===== config.mk =====
export PLATFORM = sky130hd
export DESIGN_NAME = wb_dma_master
export DESIGN_NICKNAME = d
export VERILOG_FILES = /design/src/rtl/wb_dma_pkg.sv /design/src/rtl/wb_ack_timer.sv /design/src/rtl/wb_dma_master.sv
export SDC_FILE = /design/constraint.sdc
export NUM_CORES = 1
export LEC_CHECK = 0
export BUFFER_PORTS_ARGS = -buffer_cell sky130_fd_sc_hd__buf_2
export CAP_MARGIN = 20
export CORE_UTILIZATION = 55
export DETAILED_ROUTE_END_ITERATION = 8
export PLACE_DENSITY = 0.83
export SLEW_MARGIN = 20
export SYNTH_ARGS = -nofsm -noshare
export SYNTH_HDL_FRONTEND = slang
export SYNTH_HIERARCHICAL = 1
export SYNTH_SLANG_ARGS = --single-unit
export TNS_END_PERCENT = 20

===== constraint.sdc =====
create_clock -name wb_clk_i -period 5.03 [get_ports wb_clk_i]
set_input_delay 1.006 -clock wb_clk_i [delete_from_list [all_inputs] [get_ports wb_clk_i]]
set_output_delay 1.006 -clock wb_clk_i [all_outputs]
set_load 0.1 [all_outputs]

===== src/rtl/wb_dma_pkg.sv =====
// Shared definitions for the Wishbone word-copy DMA master: FSM state encoding,
// byte-lane select constant and address helpers.
package wb_dma_pkg;

   typedef enum logic [1:0] {
      IDLE = 2'd0,
      RD   = 2'd1,
      WR   = 2'd2,
      FIN  = 2'd3
   } state_t;

   localparam logic [3:0]  SEL_ALL    = 4'hF;
   localparam logic [31:0] WORD_BYTES = 32'd4;

   function automatic logic [31:0] word_align(input logic [31:0] adr);
      return {adr[31:2], 2'b00};
   endfunction

endpackage


===== src/rtl/wb_ack_timer.sv =====
// Per-access watchdog: counts cycles an access waits for ack/err and flags
// expiry on the TIMEOUT-th waiting cycle.
module wb_ack_timer #(
   parameter int TIMEOUT = 255
) (
   input  logic wb_clk_i,
   input  logic wb_rst_n_i,
   input  logic clear,
   input  logic enable,
   output logic expired
);

   localparam int CNT_W = (TIMEOUT > 2) ? $clog2(TIMEOUT) : 1;

   logic [CNT_W-1:0] cnt;

   // Expiry is seen during the last permitted waiting cycle so the FSM leaves
   // on the edge that ends it, giving exactly TIMEOUT strobe cycles.
   assign expired = enable && (cnt == CNT_W'(TIMEOUT - 1));

   // NOTE: sequential state uses non-blocking assignments so every flop samples
   // pre-edge values regardless of process evaluation order.
   always_ff @(posedge wb_clk_i or negedge wb_rst_n_i) begin
      if (!wb_rst_n_i) begin
         cnt <= '0;
      end else if (clear) begin
         cnt <= '0;
      end else if (enable && !expired) begin
         cnt <= cnt + CNT_W'(1);
      end
   end

endmodule


===== src/rtl/wb_dma_master.sv =====
// Wishbone DMA initiator copying len 32-bit words from src to dst, one
// read-then-write pair per word, with err/timeout abort and done pulse.
module wb_dma_master
   import wb_dma_pkg::*;
#(
   parameter int LEN_W   = 16,
   parameter int TIMEOUT = 255
) (
   input  logic             wb_clk_i,
   input  logic             wb_rst_n_i,
   input  logic             start_i,
   input  logic [31:0]      src_adr_i,
   input  logic [31:0]      dst_adr_i,
   input  logic [LEN_W-1:0] len_i,
   output logic             busy_o,
   output logic             done_o,
   output logic             err_o,
   output logic [LEN_W-1:0] remain_o,
   output logic             wb_cyc_o,
   output logic             wb_stb_o,
   output logic             wb_we_o,
   output logic [3:0]       wb_sel_o,
   output logic [31:0]      wb_adr_o,
   output logic [31:0]      wb_dat_o,
   input  logic [31:0]      wb_dat_i,
   input  logic             wb_ack_i,
   input  logic             wb_err_i
);

   state_t           state, next_state;
   logic [31:0]      src_q, dst_q, buf_q;
   logic [LEN_W-1:0] remain_q;
   logic             err_q;

   logic [31:0]      src_d, dst_d, buf_d, adr_d;
   logic [LEN_W-1:0] remain_d;
   logic             err_d, cyc_d, we_d;
   logic [3:0]       sel_d;

   logic             in_xfer, timer_clear, expired;

   assign in_xfer     = (state == RD) || (state == WR);
   assign timer_clear = !in_xfer || wb_ack_i || wb_err_i;

   wb_ack_timer #(
      .TIMEOUT (TIMEOUT)
   ) u_timer (
      .wb_clk_i   (wb_clk_i),
      .wb_rst_n_i (wb_rst_n_i),
      .clear      (timer_clear),
      .enable     (in_xfer),
      .expired    (expired)
   );

   always_ff @(posedge wb_clk_i or negedge wb_rst_n_i) begin
      if (!wb_rst_n_i) state <= IDLE;
      else             state <= next_state;
   end

   // Error beats ack, ack beats timeout.
   always_comb begin
      next_state = state;
      case (state)
         IDLE: if (start_i) next_state = (len_i != '0) ? RD : FIN;
         RD: begin
            if (wb_err_i)      next_state = FIN;
            else if (wb_ack_i) next_state = WR;
            else if (expired)  next_state = FIN;
         end
         WR: begin
            if (wb_err_i)      next_state = FIN;
            else if (wb_ack_i) next_state = (remain_q > LEN_W'(1)) ? RD : FIN;
            else if (expired)  next_state = FIN;
         end
         FIN:     next_state = IDLE;
         default: next_state = IDLE;
      endcase
   end

   // NOTE: every signal assigned here gets a default first, so no path leaves
   // it unassigned and no latch is inferred.
   always_comb begin
      src_d    = src_q;
      dst_d    = dst_q;
      buf_d    = buf_q;
      remain_d = remain_q;
      err_d    = err_q;
      case (state)
         IDLE: if (start_i) begin
            src_d    = word_align(src_adr_i);
            dst_d    = word_align(dst_adr_i);
            remain_d = len_i;
            err_d    = 1'b0;
         end
         RD: begin
            if (wb_err_i || (!wb_ack_i && expired)) err_d = 1'b1;
            else if (wb_ack_i)                      buf_d = wb_dat_i;
         end
         WR: begin
            if (wb_err_i || (!wb_ack_i && expired)) err_d = 1'b1;
            else if (wb_ack_i) begin
               src_d    = src_q + WORD_BYTES;
               dst_d    = dst_q + WORD_BYTES;
               remain_d = remain_q - LEN_W'(1);
            end
         end
         default: ;
      endcase
      // Bus outputs are decoded from the upcoming state and then registered,
      // so they line up with the state without a path from wb_ack_i.
      cyc_d = (next_state == RD) || (next_state == WR);
      we_d  = (next_state == WR);
      sel_d = cyc_d ? SEL_ALL : 4'h0;
      adr_d = we_d ? dst_d : src_d;
   end

   always_ff @(posedge wb_clk_i or negedge wb_rst_n_i) begin
      if (!wb_rst_n_i) begin
         src_q    <= '0;
         dst_q    <= '0;
         buf_q    <= '0;
         remain_q <= '0;
         err_q    <= 1'b0;
         done_o   <= 1'b0;
         wb_cyc_o <= 1'b0;
         wb_stb_o <= 1'b0;
         wb_we_o  <= 1'b0;
         wb_sel_o <= 4'h0;
         wb_adr_o <= '0;
         wb_dat_o <= '0;
      end else begin
         src_q    <= src_d;
         dst_q    <= dst_d;
         buf_q    <= buf_d;
         remain_q <= remain_d;
         err_q    <= err_d;
         done_o   <= (state == FIN);
         wb_cyc_o <= cyc_d;
         wb_stb_o <= cyc_d;
         wb_we_o  <= we_d;
         wb_sel_o <= sel_d;
         wb_adr_o <= adr_d;
         wb_dat_o <= buf_d;
      end
   end

   assign busy_o   = (state != IDLE);
   assign err_o    = err_q;
   assign remain_o = remain_q;

endmodule

# Word level (Yosys, flattened, before mapping)
# Cells that the tools add are included.
dict set report classes {
  n_eq_ne 10
  mux 28
  bitwise_logic 1
  n_lt_le_gt_ge 1
  addsub 4
  n_reduce_logical 21
}
# operator count
set op_table {}
lappend op_table {{two-way mux 32 bit} 7}
lappend op_table {{case mux 32 bit (2 select lines)} 2}
lappend op_table {{adder 32 x 3 -> 32 bit, second input constant} 2}
lappend op_table {{two-way mux 16 bit} 3}
lappend op_table {{case mux 16 bit (2 select lines)} 1}
lappend op_table {{> comparator 16 x 1 -> 1 bit, second input constant} 1}
lappend op_table {{two-way mux 2 bit} 8}
lappend op_table {{two-way mux 8 bit} 2}
lappend op_table {{nonzero test 16 bit} 1}
lappend op_table {{subtractor 16 x 1 -> 16 bit, second input constant} 1}
lappend op_table {{adder 8 x 1 -> 8 bit, second input constant} 1}
lappend op_table {{equality test 8 bit, second input constant} 1}
lappend op_table {{case mux 2 bit (4 select lines)} 1}
lappend op_table {{nonzero test 2 bit} 4}
lappend op_table {{equality test 2 bit, second input constant} 3}
lappend op_table {{inequality test 2 bit, second input constant} 3}
lappend op_table {{AND reduction 3 bit} 2}
lappend op_table {{logical OR 1 bit} 5}
lappend op_table {{equality test 2 x 1 -> 1 bit, second input constant} 2}
lappend op_table {{two-way mux 4 bit} 1}
lappend op_table {{AND reduction 4 bit} 1}
lappend op_table {{logical AND 1 bit} 3}
lappend op_table {{zero test 1 bit} 3}
lappend op_table {{zero test 2 bit} 1}
lappend op_table {{5 further kinds} 6}
dict set report totals {
  ff_bits 162
  elab_cells 77
  out_inout_bits 90
  inputBits 117
}

# Depth between registers and ports, before layout
dict set report logic_depth {
  depth_word 10
  mapped_depth 15
  ltp_nobuf 13
}

# Hierarchy
# Netlist, hierarchy kept.
# mod seq_area_each_um2 cells_each area_each_um2 n_inst
set by_module_without_submodules {}
lappend by_module_without_submodules {wb_dma_master 3753.6 818 8280.4 1}
lappend by_module_without_submodules {wb_ack_timer 200.2 48 506.7 1}

# Worst setup path after synthesis
# No wires, ideal clock.
dict set report synth_path {
  kind {register -> register}
  from {register remain_q[8] (netlist: remain_o[8])}
  to {register wb_adr_o[24]}
  required_ns 4.909
  t_arrival_ns 3.263
  path_buffers 2
  slack_ns 1.645
  setup_time_ns 0.121
  synth_period_minus_slack_ns 3.385
  path_stages_with_launch 12
  cell_sequence {dfrtp_1 > or3_1 > nor4_1 > nand4_1 > a221o_1 > o211ai_1 > ha_1 > clkbuf_1 > inv_1 > clkbuf_1 > a221o_1 > o22a_1}
}
dict set report synth_via {
  elab_chain_cells 7
}
# item line_no
set synth_rtl {}
lappend synth_rtl {{start: declaration} wb_dma_master.sv:32} ;# logic [LEN_W-1:0] remain_q;
lappend synth_rtl {{start signal: assignment} wb_dma_master.sv:135} ;# remain_q <= remain_d;
lappend synth_rtl {{> comparator 16 x 1 -> 1 bit} wb_dma_master.sv:72} ;# else if (wb_ack_i) next_state = (remain_q > LEN_W'(1)) ? RD : FIN;
lappend synth_rtl {{two-way mux 2 bit (2 in a row)} wb_dma_master.sv:72}
lappend synth_rtl {{two-way mux 2 bit} wb_dma_master.sv:71} ;# if (wb_err_i) next_state = FIN;
lappend synth_rtl {{case mux 2 bit (4 select lines)} wb_dma_master.sv:63} ;# case (state)
lappend synth_rtl {{named net next_state[1]} wb_dma_master.sv:30} ;# state_t state, next_state;
lappend synth_rtl {{equality test 2 bit} wb_dma_master.sv:112} ;# we_d = (next_state == WR);
lappend synth_rtl {{two-way mux 32 bit} wb_dma_master.sv:114} ;# adr_d = we_d ? dst_d : src_d;
lappend synth_rtl {{named net adr_d[24]} wb_dma_master.sv:35} ;# logic [31:0] src_d, dst_d, buf_d, adr_d;
lappend synth_rtl {{end signal: assignment} wb_dma_master.sv:142} ;# wb_adr_o <= adr_d;
lappend synth_rtl {{end: declaration} wb_dma_master.sv:23} ;# output logic [31:0] wb_adr_o,
# The timed path passes the listed nets, and every way through them passes these cells.
# A chain may end at the register's enable or synchronous reset.

# Worst setup path in the final report
dict set report layout_path {
  from {register state[0]}
  to {register wb_adr_o[27]}
}
dict set report layout_via {
  elab_chain_cells 9
  elab_cells_between_ends 21
  cone_classes {eq/ne (4); mux (12); reduce/logical (5)}
}
# item line_no
set layout_rtl {}
lappend layout_rtl {{start: declaration} wb_dma_master.sv:30}
lappend layout_rtl {{start signal: assignment} wb_dma_master.sv:57} ;# else state <= next_state;
lappend layout_rtl {{equality test 2 x 1 -> 1 bit / equality test 2 bit (equally long branches)} wb_dma_master.sv:42} ;# assign in_xfer = (state == RD) || (state == WR);
lappend layout_rtl {{logical OR 1 bit (*)} wb_dma_master.sv:42}
lappend layout_rtl {{logical AND 1 bit (*)} wb_ack_timer.sv:19} ;# assign expired = enable && (cnt == CNT_W'(TIMEOUT - 1));
lappend layout_rtl {{named net expired} wb_dma_master.sv:40} ;# logic in_xfer, timer_clear, expired;
lappend layout_rtl {{two-way mux 2 bit (*)} {wb_dma_master.sv:68, wb_dma_master.sv:73}}
lappend layout_rtl {{two-way mux 2 bit (on tied branches)} {wb_dma_master.sv:72, wb_dma_master.sv:67}}
lappend layout_rtl {{two-way mux 2 bit (on tied branches)} {wb_dma_master.sv:71, wb_dma_master.sv:66}}
lappend layout_rtl {{case mux 2 bit (4 select lines) (*)} wb_dma_master.sv:63}
lappend layout_rtl {{named net next_state[1]} wb_dma_master.sv:30}
lappend layout_rtl {{equality test 2 bit (*)} wb_dma_master.sv:112}
lappend layout_rtl {{two-way mux 32 bit (*)} wb_dma_master.sv:114}
lappend layout_rtl {{named net adr_d[27]} wb_dma_master.sv:35}
# The timed path passes the listed nets; every way through them passes the cells marked *.

==> impl_results.md <==
* Clk slew on worst S/H paths at 0.06 ns
* Root Buffer: clkbuf_16
* DR iter-0 viols at 747
* Clk Latency, worst-skew pair at 0.43 ns
* Post-CTS setup buffer count at 0
* Die X-Extent at 128 microns
* Number of distinct library cells after synthesis at 77
* Final cell count without fillers at 1264
* Final Hold Violating Endpoints at 0
* Gpl congestion at 0.917
* Period Utilization, post-route at 68.7%
* Wire length after detailed routing at 24000 microns
* GR Overflow Total at 0
* Biggest fanout along the worst timing path at 21
* EDFF count, synth at 0
* Clock Sink Count at 158
* Sequential share of the synthesized area at 45.0%
* Actual slew at the worst max-slew pin at 1.04 ns
* Setup Viol. Count Final at 0
* Via density per instance at 6.20
* Antenna Cells at 0
* Synthesis-to-layout area growth at 19.1%
* DRT antenna net count at 0
* Routed length per instance at 19.0 microns
* Die Span Y at 128 microns
* Dpl cells at 1232
* RR Startpoint: state[0]$_DFF_PN0_
* Worst min-delay path category: register to register
* Top FF cell, synth: dfrtp_1
* Drt first pass iters at 6
* Mapped Nets at 995
* Fmax achieved at 289 MHz
* Worst setup SP type: register
* Cell taking the most area after synthesis: dfrtp_1
* Min-delay src: src_q[0]$_DFF_PN0_
* # fillers at 1171
* Pin count of the biggest net entering global routing at 85
* Starting Density at 57.2%
* Nets at 1169
* Cells on Worst Hold Path at 1
* Crit end category: register
* Initial antenna violation count at 1
* Input/output buffers at 202
* Reg2reg path depth at 10
* # IOs at 207
* Max-Slew Margin vs Limit at 30.6%
* DRC at 0
* Status: finished, final reports clean
* Mean post-synth cell area at 10.1 sq um
* Final Critical Period at 3.46 ns
* Via count at 7839
* WP data arrival at 3.78 ns
* Worst hold endpoint: src_q[0]$_DFF_PN0_
* #FFs+latches synth at 158
* Cell area after synthesis at 8790 sq um
* Cts repair resizes at 0
* Cell row count at 45
* Htree depth at 4
* Cells after Synth at 866
* GRT Util Overall at 30.0%
* Syn. warnings at 6
* First-pass GRT wire length at 38200 microns
* Core ar. at 15400 sq um
* RR Endpoint: wb_adr_o[27]$_DFF_PN0_
* Worst endpoint required time at 5.36 ns
* Ranking of synthesized cells by area: dfrtp_1, mux2_2, mux2i_1, a22oi_1, nand2_1
* Dpl hpwl at 16300 microns
* RSZ-0062 raised after global routing: no
* Cts bufs inserted at 17
* Top-count cell post-synth: dfrtp_1
* Fraction of layout cells with a size suffix above 1 at 30.5%
* Finished Core Util at 68.1%
* Max-Cap Viols at 0
* Area of the die at 16500 sq um
* Fin. max-slew vios at 0
* Number of global-route vias before repair at 7360
* Synth cell count leaders: dfrtp_1, nand2_1, mux2_2
* Crit Path Class: register to register
* Asr flop ratio synth at 100%
* Clock Path Buffers at 2
* Setup TNS at 0 ns
* TritonCTS clock tree: yes
* Reg2reg setup slack at 1.57 ns
* Worst Skew at 0.0115 ns
* Top-area cell type share of the netlist area at 45.0%
* CTS Hold Bufs at 0
==> routing by layer <==
metal	routed length [microns]	track usage, %	vias up	share of wire (%)
met5	12	0	-	0.050
met4	434	9.69	2	1.8
met3	2230	5.70	43	9.3
met2	11400	48.8	411	48
met1	9860	40.6	3794	41
li1	-	-	3589	-
==> worst max-delay path by stage <==
stage	from	end	slack, ns	depth (start not counted)
after floorplan	remain_o[8]$_DFFE_PN0P_	wb_adr_o[24]$_DFF_PN0_	1.65	11
after global placement	wb_err_i	wb_adr_o[27]$_DFF_PN0_	1.54	10
after detailed placement	wb_err_i	wb_adr_o[31]$_DFF_PN0_	1.47	10
after CTS	remain_o[8]$_DFFE_PN0P_	wb_adr_o[31]$_DFF_PN0_	1.64	10
after global routing	state[0]$_DFF_PN0_	wb_adr_o[30]$_DFF_PN0_	1.36	10
final	state[0]$_DFF_PN0_	wb_adr_o[27]$_DFF_PN0_	1.57	10
==> cells in the final DEF, fill, tap and decap left out, types with 8 or more instances in the layout <==
cell       instances
buf_4             11
o221ai_1           9
and2_1            19
dfrtp_1          158
nand2b_1           9
o21ai_0           47
nor2_1            34
mux2i_1           32
a31oi_1            8
xor2_1            16
clkbuf_16         17
nand2_1           72
o22ai_1           11
xnor2_1           18
a22oi_1           36
inv_1             24
and3_1            16
nor4_1            20
nor3_1            13
nand4_1           25
mux2_2            50
nand3_1           32
buf_2            201
a21oi_1           33
ha_1              11
==> critical path, stage by stage, from the launching register on <==
cell and delay [ns]:
dfrtp_1 0.41, inv_1 0.10, ha_1 0.43, and3_2 0.24
nor3_1 0.25, a221o_1 0.21, o211ai_1 0.15, ha_1 0.24
inv_1 0.76, nand2_1 0.28, o221ai_1 0.28
==> per-stage QoR <==
step | setup slack [ns] | area, sq um | hold WS (ns)
after floorplan | 1.65 | 8790 | 0.444
after global placement | 1.54 | 9890 | 0.461
after detailed placement | 1.47 | 9890 | 0.471
after CTS | 1.64 | 10500 | 0.487
after global routing | 1.36 | 10500 | 0.510
final | 1.57 | 10500 | 0.489
==> state kept, by name, indices dropped and copies added (netlist names) <==
signal / count
buf_q: 32
dst_q: 32
src_q: 32
wb_adr_o: 32
remain_o: 16
u_timer/cnt: 8
state: 2
done_o: 1
err_o: 1
wb_sel_o: 1
wb_we_o: 1
==> cell families (layout without fill, tap and decap cells) <==
logic type / Yosys count / in the layout / share of synthesized area [%]
AND/OR/NAND/NOR: 285 / 285 / 18.6
AO/OA/AOI/OAI: 207 / 207 / 16.3
flip-flops: 158 / 158 / 45.0
multiplexers: 86 / 86 / 10.7
buffers and inverters: 84 / 271 / 4.31
XOR/XNOR: 34 / 34 / 3.39
adder cells (fa/ha/maj): 12 / 12 / 1.71
==> cell type report <==
type                    instances  area, sq um  area share (%)
multi-input cells             624         4480            42.8
flip-flops and latches        158         3950            37.8
repair buffers                213         1100            10.5
clock buffers                  19          443            4.23
well taps                     211          264            2.52
clock inverters                13          129            1.23
inverters                      26         97.6           0.932
Power is left out: the tool's default activity adds up to more than one toggle a clock period on the data nets, which glitch-free logic cannot reach.
